`src/rtl/edge_arb_pkg.sv`:
```
// Shared types and defaults for the edge event arbiter and its bench.
package edge_arb_pkg;

  localparam int N_CH_DEFAULT = 4;

  typedef enum logic {EVT_RISE, EVT_FELL} evt_kind_e;

  // One emitted event; chan is wide enough for the largest channel count (16).
  typedef struct packed {
    logic [3:0] chan;
    evt_kind_e  kind;
  } evt_t;

endpackage

```
`src/rtl/rr_arbiter.sv`:
```
// Combinational round-robin arbiter: first requester at or after ptr wins.
module rr_arbiter
  import edge_arb_pkg::*;
#(
  parameter int  N_CH = N_CH_DEFAULT,
  localparam int CW   = $clog2(N_CH)
) (
  input  logic [N_CH-1:0] req,
  input  logic [CW-1:0]   ptr,
  output logic [N_CH-1:0] gnt,
  output logic [CW-1:0]   gnt_idx,
  output logic            gnt_any
);

  // Scan channels starting at ptr, wrapping at N_CH; indices never exceed N_CH-1.
  always_comb begin : scan
    int c;
    c       = 0;
    gnt     = '0;
    gnt_idx = '0;
    gnt_any = 1'b0;
    for (int k = 0; k < N_CH; k++) begin
      c = int'(ptr) + k;
      if (c >= N_CH) c = c - N_CH;
      if (!gnt_any && req[c]) begin
        gnt[c]  = 1'b1;
        gnt_idx = CW'(c);
        gnt_any = 1'b1;
      end
    end
  end

endmodule

```
`src/rtl/edge_event_arbiter.sv`:
```
// Per-channel rise/fall edge detector with pending events drained
// round-robin onto a single valid/ready event port; sticky drop flags.
module edge_event_arbiter
  import edge_arb_pkg::*;
#(
  parameter int  N_CH = N_CH_DEFAULT,
  localparam int CW   = $clog2(N_CH)
) (
  input  logic            clk,
  input  logic            rst,
  input  logic [N_CH-1:0] sig_i,
  input  logic [N_CH-1:0] rise_en,
  input  logic [N_CH-1:0] fall_en,
  output logic            evt_valid,
  input  logic            evt_ready,
  output logic [CW-1:0]   evt_chan,
  output logic            evt_kind,
  output logic [N_CH-1:0] ovf,
  input  logic            ovf_clr
);

  typedef enum logic {S_IDLE, S_HOLD} state_e;

  state_e          state;
  logic [N_CH-1:0] prev;
  logic            primed;
  logic [N_CH-1:0] pend_fall;
  logic [N_CH-1:0] pend_rise;
  logic [CW-1:0]   rr_ptr;

  logic [N_CH-1:0] rose;
  logic [N_CH-1:0] fell;
  logic [N_CH-1:0] req;
  logic [N_CH-1:0] gnt_oh;
  logic [CW-1:0]   gnt_idx;
  logic            gnt_any;
  logic            gnt_fall;
  logic            load;
  logic [N_CH-1:0] clr_fall;
  logic [N_CH-1:0] clr_rise;
  logic [N_CH-1:0] ovf_set;

  assign req = pend_fall | pend_rise;

  rr_arbiter #(.N_CH(N_CH)) u_rr (
    .req     (req),
    .ptr     (rr_ptr),
    .gnt     (gnt_oh),
    .gnt_idx (gnt_idx),
    .gnt_any (gnt_any)
  );

  // Edge detection, grant decode and drop detection for this cycle.
  always_comb begin
    rose     = primed ? (~prev & sig_i & rise_en) : '0;
    fell     = primed ? (prev & ~sig_i & fall_en) : '0;
    // A new grant is taken whenever the output register is empty or being consumed.
    load     = gnt_any & ((state == S_IDLE) | evt_ready);
    // Fall has priority over rise within the granted channel.
    gnt_fall = |(gnt_oh & pend_fall);
    clr_fall = (load &  gnt_fall) ? gnt_oh : '0;
    clr_rise = (load & ~gnt_fall) ? gnt_oh : '0;
    // Drop only when the bit stays pending this cycle; a same-cycle grant frees the slot.
    ovf_set  = (fell & pend_fall & ~clr_fall) | (rose & pend_rise & ~clr_rise);
  end

  // Sampling history, pending bits and sticky overflow flags.
  always_ff @(posedge clk or posedge rst) begin
    if (rst) begin
      prev      <= '0;
      primed    <= 1'b0;
      pend_fall <= '0;
      pend_rise <= '0;
      ovf       <= '0;
    end else begin
      prev      <= sig_i;
      primed    <= 1'b1;
      pend_fall <= (pend_fall & ~clr_fall) | fell;
      pend_rise <= (pend_rise & ~clr_rise) | rose;
      ovf       <= (ovf & ~{N_CH{ovf_clr}}) | ovf_set;
    end
  end

  // Output register FSM: IDLE waits for a pending bit, HOLD presents it until accepted.
  always_ff @(posedge clk or posedge rst) begin
    if (rst) begin
      state     <= S_IDLE;
      evt_valid <= 1'b0;
      evt_chan  <= '0;
      evt_kind  <= EVT_RISE;
      rr_ptr    <= '0;
    end else begin
      case (state)
        S_IDLE: begin
          if (load) begin
            evt_chan  <= gnt_idx;
            evt_kind  <= gnt_fall ? EVT_FELL : EVT_RISE;
            evt_valid <= 1'b1;
            rr_ptr    <= (gnt_idx == CW'(N_CH - 1)) ? '0 : gnt_idx + 1'b1;
            state     <= S_HOLD;
          end
        end
        S_HOLD: begin
          if (load) begin
            evt_chan  <= gnt_idx;
            evt_kind  <= gnt_fall ? EVT_FELL : EVT_RISE;
            rr_ptr    <= (gnt_idx == CW'(N_CH - 1)) ? '0 : gnt_idx + 1'b1;
          end else if (evt_ready) begin
            evt_valid <= 1'b0;
            state     <= S_IDLE;
          end
        end
        default: begin
          evt_valid <= 1'b0;
          state     <= S_IDLE;
        end
      endcase
    end
  end

endmodule

```
`config.mk`:
```
export PLATFORM = sky130hd
export DESIGN_NAME = edge_event_arbiter
export DESIGN_NICKNAME = d
export VERILOG_FILES = /design/src/rtl/edge_arb_pkg.sv /design/src/rtl/rr_arbiter.sv /design/src/rtl/edge_event_arbiter.sv
export SDC_FILE = /design/constraint.sdc
export NUM_CORES = 1
export LEC_CHECK = 0
export BUFFER_PORTS_ARGS = -buffer_cell sky130_fd_sc_hd__buf_4
export CORE_MARGIN = 5
export CORE_UTILIZATION = 60
export DETAILED_ROUTE_END_ITERATION = 12
export GPL_TIMING_DRIVEN = 0
export PLACE_DENSITY = 0.83
export SYNTH_ARGS = -nofsm -noshare
export SYNTH_HDL_FRONTEND = slang
export SYNTH_HIERARCHICAL = 1
export SYNTH_SLANG_ARGS = --single-unit
```
`constraint.sdc`:
```
create_clock -name clk -period 6.7 [get_ports clk]
set_clock_uncertainty 0.1 [all_clocks]
set_input_delay 0.67 -clock clk [delete_from_list [all_inputs] [get_ports clk]]
set_output_delay 0.67 -clock clk [all_outputs]
set_load 0.02 [all_outputs]
```
# Word-level counts from Yosys, hierarchy flattened

Cells that the tools add are included.

$add $sub $neg: 8
Multiply operators: 0
Divide/modulo/power cells: 0
Magnitude comparators: 12
Eq/ne operators: 4
Shifts and indexed selects: 0
Multiplexer cells: 53
Bitwise logic cells: 31
Reduce and logical (&&, ||, !) cells: 12

Operators by type and width:

| operator                                                                              | number |
|---|---|
| 32-bit by 1-bit greater-or-equal comparator with 1-bit output (second input constant) | 4 |
| 32-bit by 4-bit less-than comparator with 1-bit output (second input constant)        | 4 |
| 32-bit 2-to-1 mux                                                                     | 4 |
| 32-bit by 4-bit greater-or-equal comparator with 1-bit output (second input constant) | 3 |
| 32-bit by 4-bit subtractor with 32-bit output (second input constant)                 | 3 |
| 4-bit bitwise AND                                                                     | 12 |
| 4-bit 2-to-1 mux                                                                      | 8 |
| 4-bit OR                                                                              | 8 |
| 1-bit 2-to-1 mux                                                                      | 24 |
| 4-bit NOT                                                                             | 5 |
| 2-bit 2-to-1 mux                                                                      | 7 |
| 1-bit binary-select mux with 2-bit select                                             | 4 |
| 1-bit demux with 2-bit select                                                         | 4 |
| 1-bit logical AND                                                                     | 7 |
| 2-bit by 2-bit adder with 3-bit output (second input constant)                        | 2 |
| 2-bit inequality test (second input constant)                                         | 3 |
| 1-bit one-hot mux with 2 select lines                                                 | 2 |
| 4-bit OR reduction                                                                    | 1 |
| 2-bit by 3-bit subtractor with 4-bit output (second input constant)                   | 1 |
| 2-bit by 1-bit adder with 3-bit output (second input constant)                        | 1 |
| 1-bit bitwise AND                                                                     | 3 |
| 2-bit by 3-bit greater-or-equal comparator with 1-bit output (second input constant)  | 1 |
| 1-bit zero test                                                                       | 3 |
| 3-bit AND reduction                                                                   | 1 |
| 4 further kinds                                                                       | 5 |

Register bits: 24
Bits in latches: 0
Bits in writable memories: 0
Memory bits (read-only): 0
Input port bits: 16
Output and inout bits: 8
Logic and storage cells: 130
Memories: 0

# Longest topological paths before layout

Gate-level depths: netlist of the first run.

Depth in word-level cells: 24
Depth in mapped cells: 12
Gate-level depth less buffers: 10

# Cells and area by module

The synthesis of the first run kept the hierarchy.

By module, submodules not included:

| module             | instances | cells each | area an instance (µm²) | seq. area each (µm²) |
|---|---|---|---|---|
| edge_event_arbiter | 1         | 102        | 1138.6                 | 600.6 |
| rr_arbiter         | 1         | 48         | 460.4                  | 0.0 |

# Least setup slack after synthesis of the first run

No wires, ideal clock.

Kind: register to register
Start: register pend_fall[2]
End: register ovf[2]
Library setup time: 0.126 ns
Arrival time: 2.851 ns
Data required time: 6.474 ns
Setup slack: 3.622 ns
Cell stages (with the launch flop): 10
Buffers on the path: 1
Clock period less this slack: 3.078 ns
Path through: dfrtp_1 or2_2 mux4_1 clkbuf_1 a22oi_1 o21ai_0 a22oi_2 nand4_4 a32o_1 a311o_1

Word-level cells in the longest chain between the ends: 23
Elaborated cells between the ends (all ways): 45
Classes of those cells: 22 x mux; 16 x bitwise; 7 x reduce/logical

RTL lines:

| item                                                | RTL line                 | RTL |
|---|---|---|
| start: declaration                                  | edge_event_arbiter.sv:27 | `logic [N_CH-1:0] pend_fall;` |
| start signal: assignment                            | edge_event_arbiter.sv:78 | `pend_fall <= (pend_fall & ~clr_fall) \| fell;` |
| 4-bit OR *                                          | edge_event_arbiter.sv:43 | `assign req = pend_fall \| pend_rise;` |
| via req[2]                                          | edge_event_arbiter.sv:33 | `logic [N_CH-1:0] req;` |
| 1-bit binary-select mux with 2-bit select           | rr_arbiter.sv:25         | `if (!gnt_any && req[c]) begin` |
| 1-bit 2-to-1 mux (implied by the code) (2 in a row) | rr_arbiter.sv:25         |  |
| 1-bit 2-to-1 mux                                    | rr_arbiter.sv:25         |  |
| 1-bit zero test                                     | rr_arbiter.sv:25         |  |
| 1-bit logical AND                                   | rr_arbiter.sv:25         |  |
| 1-bit 2-to-1 mux                                    | rr_arbiter.sv:25         |  |
| [6 not listed]                                      | -                        |  |
| via gnt_oh[2]                                       | edge_event_arbiter.sv:34 | `logic [N_CH-1:0] gnt_oh;` |
| [1 not listed]                                      | -                        |  |
| 4-bit OR reduction                                  | edge_event_arbiter.sv:60 | `gnt_fall = \|(gnt_oh & pend_fall);` |
| 1-bit NOT                                           | edge_event_arbiter.sv:62 | `clr_rise = (load & ~gnt_fall) ? gnt_oh : '0;` |
| 1-bit bitwise AND                                   | edge_event_arbiter.sv:62 |  |
| 4-bit 2-to-1 mux                                    | edge_event_arbiter.sv:62 |  |
| 4-bit NOT                                           | edge_event_arbiter.sv:64 | `ovf_set = (fell & pend_fall & ~clr_fall) \| (rose & pend_rise & ~clr_rise);` |
| 4-bit bitwise AND                                   | edge_event_arbiter.sv:64 |  |
| 4-bit OR *                                          | edge_event_arbiter.sv:64 |  |
| 4-bit OR *                                          | edge_event_arbiter.sv:80 | `ovf <= (ovf & ~{N_CH{ovf_clr}}) \| ovf_set;` |
| end signal: assignment                              | edge_event_arbiter.sv:80 |  |
| end: declaration                                    | edge_event_arbiter.sv:18 | `output logic [N_CH-1:0] ovf,` |

The timed path passes the listed nets; every way through them passes the cells marked *. The select of a mux whose other input is x is not followed.
A chain may end at the register's enable or synchronous reset.

# Final worst setup path of the first run

Start: register rr_ptr[1]
End: register ovf[2]

Word-level cells in the longest chain between the ends: 24
Elaborated cells between the ends (all ways): 78
Classes of those cells: 7 x add/sub; 12 x order compare; 34 x mux; 14 x bitwise; 11 x reduce/logical

RTL lines:

| item                                                                                   | RTL line                  | RTL |
|---|---|---|
| start: declaration                                                                     | edge_event_arbiter.sv:29  | `logic [CW-1:0] rr_ptr;` |
| start signal: assignment                                                               | edge_event_arbiter.sv:99  | `rr_ptr <= (gnt_idx == CW'(N_CH - 1)) ? '0 : gnt_idx + 1'b1;` |
| start signal: assignment                                                               | edge_event_arbiter.sv:107 | `rr_ptr <= (gnt_idx == CW'(N_CH - 1)) ? '0 : gnt_idx + 1'b1;` |
| branches (longest 14 deep; another with 32-bit by 4-bit subtractor with 32-bit output) | -                         |  |
| 4-bit 2-to-1 mux *                                                                     | rr_arbiter.sv:25          |  |
| via gnt_oh[2]                                                                          | edge_event_arbiter.sv:34  |  |
| 4-bit bitwise AND                                                                      | edge_event_arbiter.sv:60  |  |
| 4-bit OR reduction                                                                     | edge_event_arbiter.sv:60  |  |
| 1-bit NOT                                                                              | edge_event_arbiter.sv:62  |  |
| 1-bit bitwise AND                                                                      | edge_event_arbiter.sv:62  |  |
| 4-bit 2-to-1 mux                                                                       | edge_event_arbiter.sv:62  |  |
| 4-bit NOT                                                                              | edge_event_arbiter.sv:64  |  |
| 4-bit bitwise AND                                                                      | edge_event_arbiter.sv:64  |  |
| 4-bit OR *                                                                             | edge_event_arbiter.sv:64  |  |
| 4-bit OR *                                                                             | edge_event_arbiter.sv:80  |  |

Mark *: on every way through the listed nets, which the timed path passes. The select of a mux whose other input is x is not followed.

==> results.sh, run 1 <==
export IMPL_outcome="complete, no violations"
export IMPL_drcViolationCount=0
export IMPL_path_max_fanout=11
export IMPL_clock_latency_ps=310
export IMPL_syn_cell_area_um2=1600
export IMPL_yosys_top_cells_count="24 x dfrtp_1, 19 x nand2_1, 12 x inv_1"
export IMPL_core_area_um2=2520
export IMPL_required_ps=6790
export IMPL_synth_yosys_seq_area_share_pct=37.6
export IMPL_initial_core_util_pct=63.4
export IMPL_postCtsHoldBufs=0
export IMPL_gp_congestion=0.878
export IMPL_synth_edf_count=0
export IMPL_tightestPinTransition_ps=902
export IMPL_cp_cell_sequence="inv_1 > ha_1 > mux4_2 > buf_6 > and2b_2 > a22oi_1 > o21ai_0 > a22oi_2 > nand4_4 > a32o_1 > a311o_1"
export IMPL_nNetsFinal=203
export IMPL_cts_clk_slew_worst_paths_ps=140
export IMPL_async_reset_ff_share_pct=100
export IMPL_cts_tree="built"
export IMPL_grt_total_usage_pct=19.6
export IMPL_p_per_area_nw_per_um2=548
export IMPL_slew_violations=0
export IMPL_ant_nets=0
export IMPL_synth_fa_ha_area_share_pct=7.04
export IMPL_synth_nets=175
export IMPL_synth_most_common_cell="dfrtp_1"
export IMPL_synth_xor_area_share_pct=0
export IMPL_leakage_nw=0.915
export IMPL_yosysTopAreaCellShare_pct=37.6
export IMPL_cts_max_level=1
export IMPL_syn2layout_area_growth_pct=16.4
export IMPL_synth_top_family_by_area="compound AO/OA/AOI/OAI gates"
export IMPL_hpwl_um=2500
export IMPL_antenna_found_initial=0
export IMPL_synth_avg_cell_area_um2=10.7
export IMPL_synthMuxAreaShare_pct=8.37
export IMPL_num_antenna_cells=0
export IMPL_cpMaxStageDelayCell="dfrtp_1"
export IMPL_ctsResizeCount=0
export IMPL_critPathKind="reg -> reg"
export IMPL_synth_compound_area_share_pct=21.8
export IMPL_ys_top_cells_by_area="dfrtp_1 38%, ha_1 7.0%, and4b_1 5.0%, mux4_1 4.9%, nand2_1 4.5%"
export IMPL_period_share_pct=52.4
export IMPL_yosys_area_share_simple_pct=19.9
export IMPL_cap_violations=0
export IMPL_die_h_um=61.6
export IMPL_holdPathStages=1
export IMPL_first_iter_violations=60
export IMPL_cts_buffers=3
export IMPL_cp_start_kind="flip-flop"
export IMPL_r2r_cells=11
export IMPL_layout_setup_ws_ps=3190
export IMPL_synth_main_ff_cell="dfrtp_1"
export IMPL_drive_above_1_share_pct=24.3
export IMPL_die_area_um2=3800
export IMPL_grt_overflow=0
export IMPL_num_rows=18
export IMPL_grt_max_degree=25
export IMPL_grt_pass1_vias=1295
export IMPL_cp_end_kind="flip-flop"
export IMPL_dp_slack_ps=3250
export IMPL_ys_types=37
export IMPL_viasPerCell=6.03
export IMPL_post_cts_setup_buffers=0
export IMPL_die_width_um=61.6
export IMPL_cts_sinks=24
export IMPL_cp_arrival_ps=3600
export IMPL_clock_root_buffer="clkbuf_4"
export IMPL_hold_viol_final=0
export IMPL_portBuffers=23
export IMPL_tns_ps=0
export IMPL_cpPeakStageDelay_ps=600
export IMPL_slew_headroom_pct=39.8
export IMPL_clk_path_buf_depth=2
export IMPL_yosys_warnings=6
export IMPL_max_freq_mhz=285
export IMPL_wl_per_cell_um=15.4
export IMPL_synthCells=150
export IMPL_dr_pass1_iters=5
export IMPL_ios=24
export IMPL_setup_viol=0
export IMPL_grt_pass1_wl_um=5660
export IMPL_rsz0062_at_grt="false"
export IMPL_ir_worst_vdd_v=0.000367
export IMPL_min_period_ps=3510
export IMPL_hold_path_class="in -> reg"
export IMPL_synth_top_area_cell="dfrtp_1"
export IMPL_ys_ff_latch=24
export IMPL_drt_wl_total_um=3190
export IMPL_vias=1248
==> layout by cell type (no fill, tap or decap), types with 2 or more instances in the layout <==
master,count
dfrtp_1,24
buf_4,23
nand2_1,19
inv_1,12
a22oi_1,9
o21ai_0,9
ha_1,9
and4b_1,8
a32o_1,5
nand2b_1,5
and2_1,4
a21o_1,4
or2_2,4
buf_6,3
nor2_1,3
a22o_1,3
a221o_1,3
clkbuf_4,3
mux4_1,3
a21oi_1,2
o31ai_1,2
mux2_2,2
==> per-layer routing <==
layer	global-route usage, %	wire [um]	up-vias
met5	0	0	-
met4	3.94	40	0
met3	2.94	121	6
met2	35.7	1630	33
met1	24.4	1390	594
li1	-	-	615
==> metrics by stage <==
| stage | instances | hold WS [ps] | power [mW] | instance area [um^2] | util, % |
|---|---|---|---|---|---|
| 4_1_cts | 207 | 353 | 1.02 | 1860 | 73.8 |
| 2_1_floorplan | 150 | 371 | 0.761 | 1600 | - |
| 5_1_grt | 207 | 343 | 1.11 | 1860 | 73.8 |
| 3_5_place_dp | 203 | 369 | 0.913 | 1810 | 71.7 |
| 3_3_place_gp | 203 | 366 | 0.891 | 1810 | 71.7 |
| 6_report | 207 | 366 | 1.02 | 1860 | 73.8 |
==> path summary, 6_finish.rpt <==
kind	startpoint	end	slack (ps)
max	rr_ptr[1]	ovf[2]	3190
max reg2reg	rr_ptr[1]	ovf[2]	3190
min	sig_i[0]	prev[0]	370
min reg2reg	evt_chan[1]	evt_chan[1]	400
max in group asynchronous	rst	pend_rise[3]	5500
min in group asynchronous	rst	evt_chan[0]	430
==> kinds of logic after synthesis <==
logic type,after synthesis
AND/OR/NAND/NOR,49
AO/OA/AOI/OAI,44
flip-flops,24
buffers and inverters,16
adder cells (fa/ha/maj),9
multiplexers,7
other,1
==> cell type report <==
cell class              count  area [um^2]
clock buffers               3         22.5
clock inverters             1         30.0
plain buffers               4         37.5
multi-input cells         110          916
flip-flops and latches     24          601
well taps                  30         37.5
fillers                   182          661
inverters                  12         45.0
repair buffers             23          173
==> flip-flops by register name, summed over array words and instances, names as in the netlist <==
register   cells
evt_chan       2
evt_kind       1
evt_valid      1
ovf            4
pend_fall      4
pend_rise      4
prev           4
primed         1
rr_ptr         2
state          1
==> report_power, final <==
part | total (mW) | switching [mW] | internal [mW]
clock network | 0.102 | 0.0420 | 0.0605
registers | 0.259 | 0.0587 | 0.200
logic | 0.658 | 0.369 | 0.290
==> worst max-delay path: cells and delay by family (launching register included) <==
family	cells	cell delay [ps]
adders and majority gates	1	380
DFF	1	600
AOI/OAI and AO/OA	5	1250
muxes	1	250
buffers and inverters	2	340
and+or+nand+nor	2	450
No activity file was read; power rests on OpenSTA's default activity.
==> run 2, diff against run 1 <==
--- a/config.mk
+++ b/config.mk
@@ -7,10 +7,10 @@
 export LEC_CHECK = 0
 export BUFFER_PORTS_ARGS = -buffer_cell sky130_fd_sc_hd__buf_4
 export CORE_MARGIN = 5
-export CORE_UTILIZATION = 60
+export CORE_UTILIZATION = 51
 export DETAILED_ROUTE_END_ITERATION = 12
 export GPL_TIMING_DRIVEN = 0
-export PLACE_DENSITY = 0.83
+export PLACE_DENSITY = 0.75
 export SYNTH_ARGS = -nofsm -noshare
 export SYNTH_HDL_FRONTEND = slang
 export SYNTH_HIERARCHICAL = 1
==> constraint.sdc (replaced) <==
create_clock -name clk -period 2.88 [get_ports clk]
set_clock_uncertainty 0.1 [all_clocks]
set_input_delay 0.288 -clock clk [delete_from_list [all_inputs] [get_ports clk]]
set_output_delay 0.288 -clock clk [all_outputs]
set_load 0.02 [all_outputs]
==> run 2 against run 1 <==
- global-route usage down 0.35 points
- critical path depth decreased by 2
- register-to-register slack got worse by 3300 ps
- sequential power grew 120%
- clock power grew 75%
- critical path type unchanged
- die area rose by 15%
- the run now ends with negative setup slack left
- setup slack worse by 3300 ps
- final area increased by 18%
- power grew to 3.0 times the previous value
==> results.sh, run 2 (synthesis results as in run 1) <==
export IMPL_holdPathStages=2
export IMPL_clock_root_buffer="clkbuf_4"
export IMPL_layout_setup_ws_ps=-70.4
export IMPL_grt_overflow=0
export IMPL_die_area_um2=4360
export IMPL_postPlaceCellArea_um2=1870
export IMPL_setup_viol=6
export IMPL_cp_cell_sequence="or2_4 > mux4_2 > and2b_2 > a22oi_1 > o21ai_2 > a22oi_4 > nand4_4 > a32o_1 > a221o_1"
export IMPL_gp_congestion=0.830
export IMPL_ios=24
export IMPL_n_fill_cell=218
export IMPL_viasPerCell=5.57
export IMPL_cp_arrival_ps=3070
export IMPL_num_rows=20
export IMPL_final_cell_mix="50 x buf_4, 20 x dfrtp_1, 18 x nand2_1"
export IMPL_cts_sinks=24
export IMPL_cpMaxStageDelayCell="mux4_2"
export IMPL_num_antenna_cells=0
export IMPL_p_per_area_nw_per_um2=1380
export IMPL_path_max_fanout=6
export IMPL_cts_clk_slew_worst_paths_ps=130
export IMPL_min_period_ps=2950
export IMPL_required_ps=3000
export IMPL_portBuffers=23
export IMPL_drive_above_1_share_pct=45.0
export IMPL_ir_worst_vdd_v=0.000669
export IMPL_clock_latency_ps=320
export IMPL_die_h_um=66.0
export IMPL_rsz0062_at_grt="true"
export IMPL_drt_wl_total_um=3800
export IMPL_wl_per_cell_um=15.0
export IMPL_die_width_um=66.0
export IMPL_r2r_cells=9
export IMPL_power_mw=3.05
export IMPL_hold_path_class="in -> reg"
export IMPL_cp_start_kind="flip-flop"
export IMPL_period_share_pct=102
export IMPL_max_freq_mhz=339
export IMPL_grt_pass1_vias=1483
export IMPL_cpPeakStageDelay_ps=500
export IMPL_final_area_um2=2200
export IMPL_first_iter_violations=32
export IMPL_cts_tree="built"
export IMPL_critPathTopFamily="compound AO/OA/AOI/OAI gates"
export IMPL_final_common_cell="buf_4"
export IMPL_violations="negative setup slack"
export IMPL_grt_total_usage_pct=19.2
export IMPL_slew_headroom_pct=38.6
export IMPL_cp_end_kind="flip-flop"
export IMPL_hpwl_um=2600
export IMPL_antenna_found_initial=0
export IMPL_slew_violations=0
export IMPL_outcome="finished with violations"
export IMPL_worstSetupPathDepth=9
export IMPL_hold_viol_final=0
export IMPL_cts_max_level=1
export IMPL_leakage_nw=1.07
export IMPL_initial_core_util_pct=52.8
export IMPL_multi_input_comb_area_um2=978
export IMPL_dr_pass1_iters=4
export IMPL_vias=1409
export IMPL_seq_area_um2=606
export IMPL_place_inst=217
export IMPL_core_area_um2=3030
export IMPL_ant_nets=0
export IMPL_critPathKind="reg -> reg"
export IMPL_grt_max_degree=25
export IMPL_worst_path_buf_inv=0
export IMPL_tightestPinTransition_ps=919
export IMPL_cap_violations=0
export IMPL_syn2layout_area_growth_pct=37.9
export IMPL_cts_buffers=3
export IMPL_drcViolationCount=0
export IMPL_layout_cells_non_filler=253
export IMPL_nNetsFinal=235
export IMPL_grt_pass1_wl_um=6520
export IMPL_clk_path_buf_depth=2
==> run 2: layer usage <==
metal	wire length, um	GRT usage, %
met5	0	0
met4	87	7.36
met1	1570	22.2
met3	131	2.89
met2	2010	35.3
==> run 2: cell type report <==
| cell class | count | share of cell area, % |
|---|---|---|
| buffer | 3 | 1.65 |
| timing repair buffer | 56 | 20.0 |
| clock buffer | 4 | 1.65 |
| inverter | 12 | 2.38 |
| multi-input combinational | 110 | 44.4 |
| tap | 44 | 2.50 |
| sequential | 24 | 27.5 |
==> run 2: through the flow <==
stage          util, %  setup TNS (ps)  hold WS (ps)  setup slack (ps)
3_5_place_dp      61.6           -1700           313              -367
2_1_floorplan        -               0           203              6.56
3_3_place_gp      61.6           -1240           310              -314
5_1_grt           72.8            -923          47.9              -156
6_report          72.8            -290          40.3             -70.4
4_1_cts           71.1           -73.3          37.1             -44.0
==> run 2: path summary, 6_finish.rpt <==
kind                               from           end  slack [ps]
max in group asynchronous           rst     rr_ptr[1]        2000
min in group asynchronous           rst  pend_rise[1]          60
max                        pend_rise[1]        ovf[0]         -70
max reg2reg                pend_rise[1]        ovf[0]         -70
min                           evt_ready     evt_valid          40
min reg2reg                 evt_chan[0]   evt_chan[0]         390
==> run 2: report_power, final <==
part           total [mW]  switching (mW)  internal, mW
logic                2.31            1.15          1.16
registers           0.559          0.0875         0.471
clock network       0.179           0.101        0.0774
total                3.05            1.34          1.71
==> run 2: timing repair <==
action                                 in CTS  in global routing
endpoints found under the hold margin       4                  0
pin swaps                                  11                  9
hold buffers                                4                  0
setup buffers                              21                  7
cloned                                      1                  0
resized for setup                          16                  5
setup endpoints to repair                  10                  8
==> run 3, diff against run 2 <==
--- a/config.mk
+++ b/config.mk
@@ -10,8 +10,8 @@
 export CORE_UTILIZATION = 51
 export DETAILED_ROUTE_END_ITERATION = 12
 export GPL_TIMING_DRIVEN = 0
-export PLACE_DENSITY = 0.75
+export PLACE_DENSITY_LB_ADDON = 0.08
+export SETUP_SLACK_MARGIN = 0.1
 export SYNTH_ARGS = -nofsm -noshare
 export SYNTH_HDL_FRONTEND = slang
-export SYNTH_HIERARCHICAL = 1
 export SYNTH_SLANG_ARGS = --single-unit
==> run 3 against run 2 <==
- the flow still finishes with violations (negative setup slack)
- clock power up 39%
- sequential power up 2%
- area after synthesis up 0.31%
- final area up 0.51%
- power down 0.23%
- fmax about the same
- core utilization up 0.37 points
- combinational power down 4%
- non-clock buffer count down 9
==> results.sh, run 3 <==
export IMPL_drive_above_1_share_pct=31.6
export IMPL_rsz0062_at_grt="true"
export IMPL_tightestPinTransition_ps=908
export IMPL_clk_path_buf_depth=2
export IMPL_gp_congestion=0.986
export IMPL_worstReg2RegStart="rr_ptr[1]"
export IMPL_cts_buffers=3
export IMPL_drcViolationCount=0
export IMPL_grt_pass1_wl_um=7700
export IMPL_path_max_fanout=4
export IMPL_synth_edf_count=0
export IMPL_ys_types=50
export IMPL_yosys_warnings=0
export IMPL_hold_viol_final=0
export IMPL_cts_tree="built"
export IMPL_cp_arrival_ps=3070
export IMPL_ios=24
export IMPL_period_share_pct=102
export IMPL_r2r_end="pend_rise[1]"
export IMPL_ff2ff_setup_slack_ps=-70
export IMPL_grt_overflow=0
export IMPL_final_area_um2=2220
export IMPL_grt_max_degree=25
export IMPL_vias=1671
export IMPL_syn_cell_area_um2=1600
export IMPL_leakage_nw=0.978
export IMPL_yosys_top_cells_count="24 x dfrtp_1, 19 x nand2_1, 15 x nor2_1"
export IMPL_num_antenna_cells=0
export IMPL_cts_max_level=1
export IMPL_cap_violations=0
export IMPL_cp_end_kind="flip-flop"
export IMPL_nNetsFinal=253
export IMPL_setup_viol=3
export IMPL_final_cell_mix="37 x buf_4, 22 x dfrtp_1, 19 x nand2_1"
export IMPL_async_reset_ff_share_pct=100
export IMPL_min_period_ps=2950
export IMPL_synth_avg_cell_area_um2=8.86
export IMPL_viasPerCell=6.14
export IMPL_clock_root_buffer="clkbuf_4"
export IMPL_postPlaceCellArea_um2=1880
export IMPL_core_area_um2=3030
export IMPL_cp_start_kind="flip-flop"
export IMPL_dr_pass1_iters=7
export IMPL_die_area_um2=4370
export IMPL_cts_sinks=24
export IMPL_synth_top_area_cell="dfrtp_1"
export IMPL_hold_path_class="in -> async"
export IMPL_yosysTopAreaCellShare_pct=37.4
export IMPL_ant_nets=0
export IMPL_post_route_util_pct=73.2
export IMPL_outcome="finished with violations"
export IMPL_final_common_cell="buf_4"
export IMPL_synth_most_common_cell="dfrtp_1"
export IMPL_grt_pass1_vias=1699
export IMPL_ys_top_cells_by_area="dfrtp_1 37%, ha_1 6.2%, nand2_1 4.4%, nor2_1 3.5%, o21ai_0 3.1%"
export IMPL_slew_violations=0
export IMPL_die_h_um=66.1
export IMPL_die_width_um=66.1
export IMPL_max_freq_mhz=339
export IMPL_cts_clk_slew_worst_paths_ps=150
export IMPL_required_ps=3000
export IMPL_initial_core_util_pct=53.0
export IMPL_dp_slack_ps=-437
export IMPL_synthCells=181
export IMPL_synth_nets=205
export IMPL_grt_total_usage_pct=22.9
export IMPL_multi_input_comb_area_um2=1050
export IMPL_antenna_found_initial=0
export IMPL_first_iter_violations=230
export IMPL_n_fill_cell=223
export IMPL_hpwl_um=2900
export IMPL_power_mw=3.04
export IMPL_critPathKind="reg -> reg"
export IMPL_p_per_area_nw_per_um2=1370
export IMPL_r2r_cells=12
export IMPL_drt_wl_total_um=4560
export IMPL_slew_headroom_pct=39.4
export IMPL_synth_main_ff_cell="dfrtp_1"
export IMPL_layout_setup_ws_ps=-69.0
export IMPL_synth_yosys_seq_area_share_pct=37.4
export IMPL_portBuffers=23
export IMPL_num_rows=20
export IMPL_ys_ff_latch=24
export IMPL_violations="negative setup slack"
export IMPL_ir_worst_vdd_v=0.000544
export IMPL_clock_latency_ps=330
export IMPL_seq_area_um2=603
export IMPL_syn2layout_area_growth_pct=38.1
export IMPL_wl_per_cell_um=16.8
run 3: cell types whose count changed in the layout (fill, tap and decap cells not counted), sizes merged, moves of 4 or more:
| cell | change |
|---|---|
| a21o | -4 |
| a21oi | +5 |
| a22oi | -11 |
| a32o | -4 |
| and3 | +4 |
| and4b | -6 |
| buf | -10 |
| nand2b | -5 |
| nand3 | +7 |
| nand4b | +5 |
| nor2 | +13 |
| nor3 | +5 |
| o221ai | +5 |
run 3: logic make-up after synthesis:
logic type / after synthesis / share of synthesized area (%)
other cells: 1 / 0.234
fa+ha+maj: 8 / 6.24
buf+inv: 20 / 5.46
xor+xnor: 1 / 0.546
compound gates: 52 / 24.1
mux: 1 / 1.40
flops: 24 / 37.4
simple gates: 74 / 24.6
run 3: how the worst max path moves through the flow:
| stage | startpoint | endpoint | slack (ps) |
|---|---|---|---|
| final | rr_ptr[1] | pend_rise[1] | -70 |
| after global routing | rr_ptr[1] | pend_rise[1] | -140 |
| after CTS | rr_ptr[1] | ovf[1] | -110 |
| after detailed placement | rr_ptr[1] | ovf[1] | -440 |
| after global placement | rr_ptr[1] | ovf[1] | -380 |
| after floorplan | rr_ptr[1] | ovf[1] | -20 |
run 3: per-stage QoR:
stage	instances	TNS [ps]	hold slack (ps)
detailed placement	248	-3340	314
global placement	248	-2580	311
global route	272	-714	103
floorplan	181	-20.3	203
CTS	269	-189	64.1
finish	272	-179	33.6
run 3: metal layers:
layer	GRT usage (%)	part of all wire [%]	vias up
met5	0	0	-
met4	14.2	4.5	0
met3	4.76	5.9	26
met2	38.8	50	82
met1	25.9	39	795
li1	-	-	768
run 3: worst max-delay path, cell delays in order (launching register included):
cell and delay, ps:
dfrtp_2 450, buf_8 130, inv_8 50, ha_4 200, buf_6 130, a211oi_4 250, nor2_4 100, a31o_1 230
a221o_1 290, a221o_1 350, o41ai_2 340, buf_4 160, nand2_1 40
run 3: cell type report:
class                           count  share of cell area [%]
Sequential cell                    24                    27.2
Multi-Input combinational cell    137                    47.4
Tap cell                           44                    2.48
Buffer                              7                    2.37
Timing Repair Buffer               43                    15.5
Clock inverter                      1                    1.36
Inverter                           13                    2.65
Clock buffer                        3                    1.02
run 3: power breakdown:
part / leakage (nW) / switching [mW] / internal, mW
Sequential: 0.287 / 0.114 / 0.457
Clock: 0.0279 / 0.108 / 0.141
Combinational: 0.663 / 1.23 / 0.990
run 3: what timing repair did:
item                                    4_1_cts  5_1_grt
gates cloned                                  0        0
pin swaps                                    10        5
hold buffers                                  4        0
endpoints found under the setup margin       13        9
endpoints found under the hold margin         4        0
resized for setup                            23        4
setup buffers                                13        3
